**config.mk**
```make
export PLATFORM = sky130hd
export DESIGN_NAME = rr_arbiter4
export DESIGN_NICKNAME = d
export VERILOG_FILES = /design/src/rtl/rr_arbiter4.sv
export SDC_FILE = /design/constraint.sdc
export NUM_CORES = 1
export LEC_CHECK = 0
export CAP_MARGIN = 25
export CELL_PAD_IN_SITES_DETAIL_PLACEMENT = 0
export CELL_PAD_IN_SITES_GLOBAL_PLACEMENT = 1
export CORE_MARGIN = 4
export CORE_UTILIZATION = 30
export CTS_BUF_LIST = sky130_fd_sc_hd__clkbuf_16
export DETAILED_ROUTE_END_ITERATION = 10
export HOLD_SLACK_MARGIN = 0.1
export PLACE_DENSITY_LB_ADDON = 0.1
export SYNTH_ARGS = -nofsm -noshare
export SYNTH_HDL_FRONTEND = slang
export SYNTH_SLANG_ARGS = --single-unit
```
**constraint.sdc**
```tcl
create_clock -name clk -period 1.8 [get_ports clk]
set_input_delay 0.36 -clock clk [delete_from_list [all_inputs] [get_ports clk]]
set_output_delay 0.36 -clock clk [all_outputs]
set_load 0.005 [all_outputs]
```
**src/rtl/rr_arbiter4.sv**
```systemverilog
// 4-requester round-robin arbiter with a registered one-hot grant that feeds the 4-to-2 encoder.
// Define ARB_TIMEOUT_EN to add a hold counter that force-releases a grant after MAX_HOLD cycles.
module rr_arbiter4 #(
   parameter int MAX_HOLD = 15,
   parameter int CNT_W    = 8
) (
   input  logic       clk,
   input  logic       rst,
   input  logic [3:0] req,
   input  logic       done,
   output logic [3:0] grant,
   output logic       grant_valid,
   output logic       timeout
);

   typedef enum logic {IDLE, GRANT} state_t;

   state_t     state, state_n;
   logic [1:0] ptr, ptr_n;
   logic [1:0] sel, idx, gidx;
   logic       found;
   logic [3:0] grant_n;
   logic       release_req;

`ifdef ARB_TIMEOUT_EN
   logic [CNT_W-1:0] cnt, cnt_n;
   logic             timeout_q, timeout_n;
   logic             hold_expired;

   assign hold_expired = (cnt == CNT_W'(MAX_HOLD - 1));
   assign timeout      = timeout_q;
`else
   assign timeout = 1'b0;
`endif

   assign grant_valid = |grant;

   // First requester found searching upward from ptr, wrapping modulo 4.
   always_comb begin
      sel   = ptr;
      idx   = ptr;
      found = 1'b0;
      for (int k = 0; k < 4; k++) begin
         idx = ptr + 2'(k);
         if (!found && req[idx]) begin
            sel   = idx;
            found = 1'b1;
         end
      end
   end

   always_comb begin
      case (grant)
         4'b0010: gidx = 2'd1;
         4'b0100: gidx = 2'd2;
         4'b1000: gidx = 2'd3;
         default: gidx = 2'd0;
      endcase
   end

   always_comb begin
      state_n     = state;
      grant_n     = grant;
      ptr_n       = ptr;
      release_req = done || ((req & grant) == 4'b0000);
`ifdef ARB_TIMEOUT_EN
      cnt_n       = cnt;
      timeout_n   = 1'b0;
`endif
      case (state)
         IDLE: begin
            if (|req) begin
               grant_n = 4'b0001 << sel;
               state_n = GRANT;
`ifdef ARB_TIMEOUT_EN
               cnt_n   = '0;
`endif
            end
         end
         GRANT: begin
            // A release always passes through IDLE, so the encoder never sees a direct switch.
            if (release_req) begin
               grant_n = 4'b0000;
               ptr_n   = gidx + 2'd1;
               state_n = IDLE;
            end
`ifdef ARB_TIMEOUT_EN
            else if (hold_expired) begin
               grant_n   = 4'b0000;
               ptr_n     = gidx + 2'd1;
               state_n   = IDLE;
               timeout_n = 1'b1;
            end else if (cnt < CNT_W'(MAX_HOLD)) begin
               cnt_n = cnt + 1'b1;
            end
`endif
         end
         default: begin
            state_n = IDLE;
            grant_n = 4'b0000;
         end
      endcase
   end

   always_ff @(posedge clk) begin
      if (rst) begin
         state     <= IDLE;
         grant     <= 4'b0000;
         ptr       <= 2'd0;
`ifdef ARB_TIMEOUT_EN
         cnt       <= '0;
         timeout_q <= 1'b0;
`endif
      end else begin
         state     <= state_n;
         grant     <= grant_n;
         ptr       <= ptr_n;
`ifdef ARB_TIMEOUT_EN
         cnt       <= cnt_n;
         timeout_q <= timeout_n;
`endif
      end
   end

endmodule
```
==> results of run 1 <==
## where the power goes
group	internal, mW	total, mW	switching [mW]
Clock	0.292	0.381	0.0894
Sequential	0.167	0.178	0.0109
Combinational	0.0723	0.122	0.0496
Total	0.531	0.681	0.150
## path summary, 6_finish.rpt
| kind | startpoint | endpoint | slack (ps) | depth (start not counted) |
|---|---|---|---|---|
| setup / recovery | grant[3] | grant_valid | 130 | 2 |
| hold / removal | grant[0] | grant[0] | 470 | 2 |
| setup reg to reg | grant[1] | ptr[1] | 190 | 6 |
| hold reg to reg | grant[0] | grant[0] | 470 | 2 |
## worst register-to-register path, delay by kind of cell, from the launching register on
family | cells | cell delay, ps
buf+inv | 1 | 150
simple gates | 2 | 630
flops | 1 | 330
compound gates | 3 | 420
## metrics by stage
step	hold WS, ps	instances	setup slack [ps]	cell area, um2	setup TNS [ps]
2_1_floorplan	429	52	360	423	0
3_3_place_gp	472	88	-331	627	-1420
3_5_place_dp	472	88	-308	627	-1170
4_1_cts	477	92	13.2	703	0
5_1_grt	526	92	53.9	708	0
6_report	473	92	131	708	0
## kinds of logic (layout without fill, tap and decap cells)
| family | Yosys count | after routing | synth area share, % |
|---|---|---|---|
| other | 1 | 1 | 0.887 |
| AOI/OAI and AO/OA | 17 | 17 | 26.0 |
| DFF | 7 | 7 | 33.1 |
| xor gates and xnor gates | 2 | 2 | 4.14 |
| buffers and inverters | 3 | 28 | 3.55 |
| and+or+nand+nor | 22 | 22 | 32.3 |
## synthesized netlist by cell type
master	count
a21o_1	1
or4b_1	1
or2_1	1
dfxtp_1	7
o21ai_0	2
and2b_1	1
a211oi_1	1
nand3b_1	1
a22oi_1	2
inv_1	2
a32oi_1	1
o31ai_1	1
xnor2_1	2
nor3b_1	1
nand2_1	5
nor4_1	2
nor2b_1	3
o31a_1	1
nand2b_4	1
buf_4	1
conb_1	1
or4_1	3
nor2_1	3
o211a_1	1
a21oi_1	7
## area by class of cell
type	instances	share of cell area, %
clock buffers	3	10.6
inverters	2	1.06
flip-flops and latches	7	19.8
multi-input cells	42	37.8
repair buffers	22	27.4
well taps	15	2.65
clock inverters	1	0.707
## metal layers
metal	vias to the layer above	part of all wire, %	wire (um)
li1	242	-	-
met5	-	0	0
met3	0	6.4	71
met2	9	47	519
met1	197	47	525
met4	0	0	0
## what timing repair did
| item | in CTS | in global routing |
|---|---|---|
| endpoints found under the setup margin | 3 | 3 |
| cloned | 0 | 0 |
| gates resized for setup | 3 | 2 |
## flip-flops by register name (all words and copies together), names as in the netlist
signal  cells
grant       4
ptr         2
state       1
==> flow_summary.yaml, run 1 <==
run_status:
  status: "finished clean"
setup_path:
  critical_path_class: "reg2out"
  slowest_stage: "or4_1"
  setup.worst_path.end_class: "output pin"
  cp.arrival_ps: 1310
  crit_chain: "or4_1 -> dlygate4sd2_1"
  crit_buf_inv: 1
  critical-path-max-stage-delay_ps: 500
  path_max_fanout: 2
  worstPathRequired_ps: 1440
  critPathTopFamily: "simple AND/OR/NAND/NOR gates"
  critPathLaunchType: "flop"
floorplan:
  die_h_um: 45.5
  top_level_ports: 13
  core_region_area_um2: 1320
  core.rowCount: 13
  dieArea_um2: 2070
  initial_core_util_pct: 32.1
  die_w_um: 45.5
layout:
  drive_above_1_share_pct: 20.8
  syn_to_final_growth_pct: 67.5
  fin_nets: 85
  n_antenna_cell: 0
  finish.utilization_pct: 53.8
  final_common_cell: "buf_4"
  fillers: 134
  mostFrequentLayoutCells: "11 x buf_4, 7 x a21oi_1, 7 x dfxtp_1"
  seqCellArea_um2: 140
  multi_input_comb_area_um2: 268
sta:
  post-route-period-util_pct: 92.7
  fin_crit_ps: 1670
  setup_viol: 0
  fin_worst_skew_ps: 2.04
  hold_viol: 0
  rsz0062_at_grt: "no"
  drv_slew: 0
  max_freq_mhz: 599
power_and_ir_drop:
  p_leak_nw: 0.311
  p_per_area_nw_per_um2: 962
  ir_worst_vdd_uv: 582
  finalPower_uw: 681
cts:
  cts_max_level: 1
  hold_buffers: 0
  clk_path_buf_depth: 2
  postCtsSetupRepairBufs: 0
  insertion_delay_ps: 230
  cts.sinks: 7
  cts_root_buffer: "clkbuf_16"
  cts.clk_slew.worst_paths_ps: 40
  cts_tree: "yes"
  cts_made_buffers: 3
drt:
  ant_nets: 0
  drt_iter0_drc: 8
  drt_pre_antenna_iters: 2
  viasPerCell: 4.87
  routed_wl_mm: 1.12
  wire_per_inst_um: 12.1
  drc: 0
  vias: 448
grt:
  grt_pass1_wl_mm: 1.86
  use_met3_pct: 7.11
  grt_pass1_vias: 436
  grt_max_degree: 8
  grt_use_met2_pct: 17.5
  grt.busiest_layer: "met2"
  gr-total-overflow: 0
  gr-usage-all-layers_pct: 13.2
  grtUsageMet1_pct: 17.3
  antenna_found_initial: 0
logic_synthesis:
  synth_seq_cells: 7
  synthCells: 52
  ys_top_cells_by_area: "dfxtp_1 33%, a21oi_1 8.3%, or4_1 5.3%, nand2_1 4.4%, nor2b_1 4.4%"
  synth_top_area_share_pct: 33.1
  syn-num-nets: 59
  synth_largest_area_cell: "dfxtp_1"
  synth_cell_types: 25
  seq_area_frac_synth_pct: 33.1
  synthesis.area_um2: 423
  synth_warnings: 0
  postSynthAreaPerCell_um2: 8.13
placed_design:
  globalplace.congestion: 0.798
  hpwlAfterDp_um: 913
  port_buffers: 11
hold_path:
  hp-class: "reg2reg"
flow_run:
  cap_violations: 0
Note: power is estimated with default switching activity, not from simulation.
==> run 2, diff against run 1 <==
--- a/config.mk
+++ b/config.mk
@@ -8,10 +8,10 @@
 export CAP_MARGIN = 25
 export CELL_PAD_IN_SITES_DETAIL_PLACEMENT = 0
 export CELL_PAD_IN_SITES_GLOBAL_PLACEMENT = 1
-export CORE_MARGIN = 4
-export CORE_UTILIZATION = 30
-export CTS_BUF_LIST = sky130_fd_sc_hd__clkbuf_16
+export CORE_AREA = 4 4 41 43
+export CTS_BUF_LIST = sky130_fd_sc_hd__clkbuf_2
 export DETAILED_ROUTE_END_ITERATION = 10
+export DIE_AREA = 0 0 45 47
 export HOLD_SLACK_MARGIN = 0.1
 export PLACE_DENSITY_LB_ADDON = 0.1
 export SYNTH_ARGS = -nofsm -noshare
==> run 2 against run 1 <==
  * Highest routed layer unchanged
  * Via count rose by 2.2%
  * Largest power group is now sequential cells
  * Worst hold slack gained 45 ps
  * Largest cell class unchanged
  * Critical path depth unchanged
  * First-iteration DRC count rose by 88%
  * Utilization decreased by 5.1 points
==> flow_summary.yaml, run 2 (synthesis gave the netlist of run 1 again) <==
run_status:
  status: "finished clean"
flow_run:
  cap_violations: 0
cts:
  cts.clk_slew.worst_paths_ps: 90
  cts_tree: "yes"
  cts_made_buffers: 3
  hold_buffers: 0
  clk_path_buf_depth: 2
  cts_root_buffer: "clkbuf_2"
  cts.sinks: 7
  cts_max_level: 1
  insertion_delay_ps: 240
  postCtsSetupRepairBufs: 0
setup_path:
  worst_r2r_path_depth: 6
  cp.arrival_ps: 1330
  setup.worst_path.end_class: "output pin"
  critical_path_class: "reg2out"
  regToRegStartpoint: "grant[0]"
  path_max_fanout: 2
  rrSetupSlack_ps: 230
  worstPathRequired_ps: 1440
  setup.worst_path.start: "grant[3]"
  crit_path_end: "grant_valid"
  r2r-end: "ptr[1]"
  critPathLaunchType: "flop"
drt:
  ant_nets: 0
  viasPerCell: 5.09
  wire_per_inst_um: 11.8
  drc: 0
  vias: 458
  drt_pre_antenna_iters: 5
  drt_iter0_drc: 15
  routed_wl_mm: 1.06
floorplan:
  top_level_ports: 13
  core.rowCount: 13
  dieArea_um2: 2120
  die_h_um: 47
  core_region_area_um2: 1300
  die_w_um: 45
  initial_core_util_pct: 32.5
layout:
  drive_above_1_share_pct: 18.7
  regMostFlops: "grant"
  top_regs: "grant (4), ptr (2), state (1)"
  fin_nets: 83
  fin_cells: 90
  mostFrequentLayoutCells: "9 x buf_4, 7 x a21oi_1, 7 x dfxtp_1"
  largest_reg_flops: 4
  syn_to_final_growth_pct: 49.7
  n_antenna_cell: 0
  final_common_cell: "buf_4"
sta:
  max_freq_mhz: 592
  hold_viol: 0
  fin_worst_skew_ps: 12.6
  post-route-period-util_pct: 93.9
  fin_crit_ps: 1690
  setup_viol: 0
  rsz0062_at_grt: "no"
  drv_slew: 0
  tns_ps: 0
hold_path:
  hp-class: "reg2reg"
power_and_ir_drop:
  p_leak_nw: 0.277
  p_per_area_nw_per_um2: 640
  ir_worst_vdd_uv: 372
placed_design:
  hpwlAfterDp_um: 879
  port_buffers: 11
  dp_cells: 86
  globalplace.congestion: 0.793
grt:
  gr-total-overflow: 0
  grt_pass1_vias: 434
  grt_pass1_wl_mm: 1.81
  grt_max_degree: 8
  gr-usage-all-layers_pct: 12.1
  antenna_found_initial: 0
==> run 2: worst max-delay path, cell delays in order, from the launching register on <==
cell and delay (ps):
dfxtp_1 320, or4_1 500, dlygate4sd2_1 270
==> run 2: stage by stage <==
step	instance area [um2]	worst slack [ps]	util [%]	hold WS [ps]	power (mW)
after floorplan	423	360	-	429	0.235
after global placement	612	-316	47.0	507	0.304
after detailed placement	612	-317	47.0	512	0.303
after CTS	628	57.1	48.3	522	0.414
after global routing	633	38.5	48.7	551	0.438
final	633	110	48.7	518	0.405
==> run 2: power by group <==
part	leakage (nW)	internal, mW	switching (mW)	total, mW
sequential	0.0574	0.166	0.0107	0.177
clock	0.0164	0.0503	0.0624	0.113
combinational	0.203	0.0670	0.0484	0.115
total	0.277	0.283	0.122	0.405
==> run 2: cell type report <==
cell class,instances,area (um2)
Sequential cell,7,140
Tap cell,15,18.8
Clock inverter,1,5.00
Inverter,2,7.51
Timing Repair Buffer,20,179
Clock buffer,3,15.0
Multi-Input combinational cell,42,268
Fill cell,139,668
==> run 2: layer usage <==
| layer | GRT usage, % | up-vias | part of all wire (%) | wire length [um] |
|---|---|---|---|---|
| met5 | 0 | - | 0 | 0 |
| met4 | 1.75 | 0 | 0 | 0 |
| met3 | 5.75 | 0 | 6.2 | 66 |
| met2 | 20.1 | 17 | 49 | 522 |
| met1 | 14.5 | 205 | 45 | 474 |
| li1 | - | 236 | - | - |
==> run 2: worst min-delay path by stage <==
| stage | to | cells past startpoint | from |
|---|---|---|---|
| floorplan | grant[0] | 1 | rst |
| global route | ptr[0] | 2 | ptr[0] |
| detailed placement | ptr[1] | 2 | ptr[1] |
| finish | ptr[0] | 2 | ptr[0] |
| global placement | ptr[1] | 2 | ptr[1] |
| CTS | ptr[1] | 2 | ptr[1] |
==> run 2: what timing repair did <==
action,in CTS,in global routing
gates cloned,0,0
hold endpoints to repair,0,0
gates resized for setup,3,2
setup endpoints to repair,2,3
